File: config.mk
export PLATFORM = sky130hd
export DESIGN_NAME = ascii_bcd_stream
export DESIGN_NICKNAME = d
export VERILOG_FILES = /design/src/rtl/ascii_bcd_stream.sv
export SDC_FILE = /design/constraint.sdc
export NUM_CORES = 1
export LEC_CHECK = 0
export CAP_MARGIN = 10
export CORE_MARGIN = 4
export CORE_UTILIZATION = 43
export DETAILED_ROUTE_END_ITERATION = 8
export GPL_ROUTABILITY_DRIVEN = 0
export PLACE_DENSITY = 0.77
export SETUP_SLACK_MARGIN = 0.05
export SYNTH_ARGS = -nofsm -noshare
export SYNTH_HDL_FRONTEND = slang
export SYNTH_SLANG_ARGS = --single-unit
File: constraint.sdc
create_clock -name clk -period 2.13 [get_ports clk]
set_clock_uncertainty 0.2 [all_clocks]
set_input_delay 0.426 -clock clk [delete_from_list [all_inputs] [get_ports clk]]
set_output_delay 0.426 -clock clk [all_outputs]
set_load 0.005 [all_outputs]
File: src/rtl/ascii_bcd_stream.sv
// ============================================================================
// Module   : ascii_bcd_stream
// Brief    : Packs a stream of ASCII digits into DIGITS-wide packed-BCD words,
//            ending a word early on a terminator and flagging invalid chars.
// Revision : 1.0
// ============================================================================
`default_nettype none

module ascii_bcd_stream #(
    parameter int          DIGITS = 4,
    parameter logic [7:0]  TERM   = 8'h0D,
    parameter int          CW     = $clog2(DIGITS + 1)
) (
    input  logic                  clk,
    input  logic                  rst,
    input  logic [7:0]            in_char,
    input  logic                  in_valid,
    output logic                  in_ready,
    output logic [4*DIGITS-1:0]   out_bcd,
    output logic [CW-1:0]         out_count,
    output logic                  out_err,
    output logic                  out_valid,
    input  logic                  out_ready
);

    typedef enum logic [0:0] {
        ST_COLLECT = 1'b0,
        ST_HOLD    = 1'b1
    } state_t;

    localparam logic [CW-1:0] c_last_count = CW'(DIGITS - 1);

    state_t               r_state;
    state_t               w_state_nxt;
    logic [4*DIGITS-1:0]  r_bcd;
    logic [4*DIGITS-1:0]  w_bcd_nxt;
    logic [4*DIGITS-1:0]  w_bcd_shift;
    logic [CW-1:0]        r_count;
    logic [CW-1:0]        w_count_nxt;
    logic                 r_err;
    logic                 w_err_nxt;
    logic                 w_accept;
    logic                 w_is_digit;
    logic                 w_is_term;

    assign w_is_digit = (in_char >= 8'h30) && (in_char <= 8'h39);
    assign w_is_term  = (in_char == TERM);

    // in_ready is masked by rst so nothing is offered as accepted during reset
    assign in_ready  = (r_state == ST_COLLECT) && !rst;
    assign out_valid = (r_state == ST_HOLD);
    assign w_accept  = in_valid && in_ready;

    assign out_bcd   = r_bcd;
    assign out_count = r_count;
    assign out_err   = r_err;

    generate
        if (DIGITS > 1) begin : g_shift_multi
            assign w_bcd_shift = {r_bcd[4*DIGITS-5:0], in_char[3:0]};
        end else begin : g_shift_single
            assign w_bcd_shift = in_char[3:0];
        end
    endgenerate

    always_comb begin
        w_state_nxt = r_state;
        w_bcd_nxt   = r_bcd;
        w_count_nxt = r_count;
        w_err_nxt   = r_err;
        case (r_state)
            ST_COLLECT: begin
                if (w_accept) begin
                    if (w_is_digit) begin
                        w_bcd_nxt   = w_bcd_shift;
                        w_count_nxt = r_count + 1'b1;
                        if (r_count == c_last_count) begin
                            w_state_nxt = ST_HOLD;
                        end
                    end else if (w_is_term) begin
                        w_state_nxt = ST_HOLD;
                    end else begin
                        w_err_nxt = 1'b1;
                    end
                end
            end
            ST_HOLD: begin
                if (out_ready) begin
                    w_bcd_nxt   = '0;
                    w_count_nxt = '0;
                    w_err_nxt   = 1'b0;
                    w_state_nxt = ST_COLLECT;
                end
            end
            default: begin
                w_state_nxt = ST_COLLECT;
            end
        endcase
    end

    always_ff @(posedge clk) begin
        if (rst) begin
            r_state <= ST_COLLECT;
            r_bcd   <= '0;
            r_count <= '0;
            r_err   <= 1'b0;
        end else begin
            r_state <= w_state_nxt;
            r_bcd   <= w_bcd_nxt;
            r_count <= w_count_nxt;
            r_err   <= w_err_nxt;
        end
    end

endmodule

`default_nettype wire

# After elaboration in Yosys (flattened, before gate mapping)

Cells that the tools add are included.

$add $sub $neg: 1
Order comparisons: 2
Equal/unequal tests: 7
Multiplexer cells: 19
Bitwise logic cells: 1
Reduce and logical (&&, ||, !) cells: 6

Operators with widths:

| kind                                                              | count |
|---|---|
| two-way mux 16 bit                                                | 3 |
| case mux 16 bit (2 select lines)                                  | 1 |
| != test 2 bit, second input constant                              | 5 |
| two-way mux 1 bit                                                 | 9 |
| two-way mux 3 bit                                                 | 3 |
| equality test 8 x 4 -> 1 bit, second input constant               | 1 |
| greater-or-equal comparator 8 x 6 -> 1 bit, second input constant | 1 |
| <= comparator 8 x 6 -> 1 bit, second input constant               | 1 |
| case mux 3 bit (2 select lines)                                   | 1 |
| case mux 1 bit (2 select lines)                                   | 2 |
| AND reduction 4 bit                                               | 1 |
| adder 3 x 1 -> 3 bit, second input constant                       | 1 |
| equality test 3 x 2 -> 1 bit, second input constant               | 1 |
| logical AND 1 bit                                                 | 3 |
| AND reduction 3 bit                                               | 1 |
| zero test 1 bit                                                   | 1 |
| NOT 1 bit                                                         | 1 |

Register bits after elaboration: 21
Bits of input ports: 12
Output and inout bits: 22
Logic and storage cells: 40

# Depth between registers and ports, before layout

Depth in word-level cells: 5
Gate-level depth with buffers: 5
Depth with buffers taken out: 4

# Worst setup path after synthesis

No wires, ideal clock.

Kind: input to register
Start point: input in_char[7]
End point: register r_bcd[0], in the netlist out_bcd[0]
Data arrival time: 1.226 ns
Data required time: 1.812 ns
Path slack: 0.585 ns
Stages on the path: 5
Path buffers: 2
Cell sequence: and4bb_2 o211ai_2 buf_6 buf_12 mux2i_1

Word-level cells in the longest chain between the ends: 4
Elaborated cells between the ends (all ways): 5

RTL lines:

| item                                                                                       | RTL line | source |
|---|---|---|
| from (decl)                                                                                | 16       | `input logic [7:0] in_char,` |
| greater-or-equal comparator 8 x 6 -> 1 bit or <= comparator 8 x 6 -> 1 bit (tied branches) | 46       | `assign w_is_digit = (in_char >= 8'h30) && (in_char <= 8'h39);` |
| logical AND 1 bit (*)                                                                      | 46       |  |
| != test 2 bit (no line) (*)                                                                | n/a      |  |
| AND reduction 3 bit (no line) (*)                                                          | n/a      |  |
| to (signal assigned)                                                                       | 109      | `r_bcd <= w_bcd_nxt;` |
| to (decl)                                                                                  | 35       | `logic [4*DIGITS-1:0] r_bcd;` |

Every way passes the cells marked *; elsewhere a longest branch is shown, timed or not.
A chain may end at the register's enable or synchronous reset.

# Worst setup path in the final report

Start point: register r_state, in the netlist out_valid
End point: output out_valid

RTL lines:

| item                   | RTL line | source |
|---|---|---|
| from (decl)            | 33       | `state_t r_state;` |
| from (signal assigned) | 108      | `r_state <= w_state_nxt;` |
| to (decl)              | 22       | `output logic out_valid,` |

No word-level cell between the ends.

==> out/qor.csv <==
metric;value;unit
slew_headroom;78.96;%
period_needed;1.976;ns
p_total;0.6580;mW
post_drt_wl_per_cell;12.11;um
comb_power_share;10.7;%
cpPeakStageDelay;0.56;ns
final_area;1385;um2
clockRootBuffer;clkbuf_4;
via_per_inst;4.882;
ir_worst_vdd;0.3326;mV
whs;0.2660;ns
p_int;0.5046;mW
synth_seq_area_share;43.19;%
p_leak;0.6171;nW
grt_pass1_vias;829;
crit_path_cell_trace;clkdlybuf4s50_1;
setup_viol;0;
fp.dieW;55.58;um
ys_warn_count;0;
tns;0;ns
cts_tree;built;
io_buffers;33;
cp_max_fo;8;
drt_iter0_drc;6;
p_seq_share;60.2;%
dr.pass1.iters;2;
final_layout_size_suffix_gt1_share;13.99;%
place_hpwl;1594;um
netlist_instances;104;
p_clk_share;29.2;%
synth_nets;118;
crit_family;buffers and inverters;
fin_ws;0.1536;ns
synth_area_per_cell;9.360;um2
hold_depth;2;
layout-area-overhead-vs-synth;42.29;%
finalMaxSlewViolations;0;
die_h;55.58;um
drcViolationCount;0;
layout_worst_path_cycle_share;92.79;%
worst_pin_slew;0.3156;ns
synth_async_sr_flop_share;0;%
hold_start;out_bcd[12]$_SDFFE_PP0P_;
initial_core_util;47.21;%
outcome;completed;
r2r-end;out_count[2]$_SDFFE_PP0P_;
dpl_cell_area;1351;um2
grt.overflow.total;0;
antenna_found_initial;0;
crit_type;flip-flop to primary output;
cp.buffers_inverters;1;
rr_worst_depth;4;
cp_slowest_cell;clkdlybuf4s50_1;
numCtsBuffers;3;
clock_sinks;21;
worstSetupStartpointType;flip-flop;
regToRegStartpoint;out_count[0]$_SDFFE_PP0P_;
num-fill-cells;181;
powerDensity;475.1;nW/um2
dr_total_vias;830;
ys_ff_latch;21;
track_usage;14.24;%
p_sw;0.1534;mW
cp.required;1.50;ns
drv_cap;0;
final_nets;158;
grt_max_degree;20;
syn_area;973.4;um2
cts_buffer_depth;2;
cts_max_level;1;
worstSetupEndpointType;primary output;
antenna_left;0;
dp_slack;-0.03223;ns
rsz0062_at_grt;false;
arrival;1.35;ns
fmax;506.0;MHz
clock_latency;0.30;ns
ios;34;
core_area;2062;um2
grt_pass1_wl;3546;um
hold_violations;0;
switching_share;23.31;%
regArea;420.4;um2
dieArea;3089;um2
multiInputGateArea;505.5;um2
std_cell_rows;16;
diodes;0;
hold_class;flip-flop to flip-flop;
synth_ff_type;dfxtp_1;
ff2ff_setup_slack;0.53;ns
yosysUniqueCellTypes;24;
min_to;out_bcd[12]$_SDFFE_PP0P_;
synth_edf_count;0;
drt_wl_total;2058;um
clk_pin_slew;0.12;ns
## per-layer routing
layer | wire (um) | GRT usage, %
met5 | 0 | 0
met4 | 0 | 4.167
met3 | 169 | 5.800
met2 | 952 | 23.48
met1 | 936 | 16.88
## layout make-up
cell class                 instances  area share [%]
timing repair buffer              40           28.46
multi-input combinational         77           36.50
tap                               27           2.439
clock inverter                     1          0.3613
sequential                        21           30.35
inverter                           1          0.2710
clock buffer                       3           1.626
## sequential cells by signal, indices dropped and copies added, names as in the netlist
| register | cells |
|---|---|
| out_valid | 1 |
| out_bcd | 16 |
| out_err | 1 |
| out_count | 3 |
## tightest hold or removal path: stages (launching register included)
cell and delay, ns:
dfxtp_1 0.33, nand2_1 0.05, mux2i_1 0.05
## power by group through the flow
| stage | sequential, mW | clock [mW] | combinational (mW) |
|---|---|---|---|
| 2_1_floorplan | 0.405 | 0 | 0.0261 |
| 3_3_place_gp | 0.405 | 0 | 0.0684 |
| 3_5_place_dp | 0.405 | 0 | 0.0692 |
| 4_1_cts | 0.396 | 0.202 | 0.0704 |
| 5_1_grt | 0.396 | 0.220 | 0.0758 |
| 6_report | 0.396 | 0.192 | 0.0702 |
## what timing repair did
| action | 4_1_cts | 5_1_grt |
|---|---|---|
| setup endpoints to repair | 1 | 0 |
| gates resized for setup | 1 | 0 |
| hold buffers | 0 | 0 |
| setup buffers | 1 | 0 |
## cells in the final DEF, fill, tap and decap left out, drive strengths merged
cell type      instances
a21oi                  1
a2bb2oi                1
a31o                   1
and2                   2
and4bb                 1
buf                    7
clkbuf                 3
clkdlybuf4s50         32
clkinv                 1
dfxtp                 21
dlygate4sd2            1
ha                     2
inv                    1
mux2i                 19
nand2                 38
nand4                  2
nor2                   3
nor3b                  1
nor4b                  1
o211ai                 2
o21ai                  1
or3                    2
## stage by stage
| stage | instances | utilization (%) |
|---|---|---|
| floorplan | 104 | - |
| finish | 170 | 67.17 |
| CTS | 170 | 67.17 |
| global route | 170 | 67.17 |
| detailed placement | 165 | 65.53 |
| global placement | 165 | 65.53 |
## worst max path at each step
| stage | cells past startpoint | endpoint | slack, ns | from |
|---|---|---|---|---|
| floorplan | 5 | out_bcd[0]$_SDFFE_PP0P_ | 0.59 | in_char[7] |
| global placement | 3 | in_ready | -0.03 | rst |
| detailed placement | 3 | in_ready | -0.03 | rst |
| CTS | 1 | out_valid | 0.13 | out_valid$_SDFF_PP0_ |
| global route | 1 | out_valid | 0.08 | out_valid$_SDFF_PP0_ |
| finish | 1 | out_valid | 0.15 | out_valid$_SDFF_PP0_ |
## cells by family after synthesis
| group | after synthesis | synth area share, % |
|---|---|---|
| and+or+nand+nor | 50 | 23.78 |
| DFF | 21 | 43.19 |
| muxes | 19 | 19.54 |
| AOI/OAI and AO/OA | 6 | 6.042 |
| buffers and inverters | 6 | 4.884 |
| adders and majority gates | 2 | 2.570 |
## synthesized netlist by cell type, types with 2 or more instances
| master | count | area share, % |
|---|---|---|
| nand2_1 | 38 | 15 |
| ha_1 | 2 | 2.6 |
| nor2_1 | 2 | 0.77 |
| or3_2 | 2 | 1.5 |
| clkbuf_1 | 2 | 0.77 |
| nand4_1 | 2 | 1.3 |
| dfxtp_1 | 21 | 43 |
| mux2i_1 | 19 | 20 |
No activity file was read; power rests on OpenSTA's default activity.
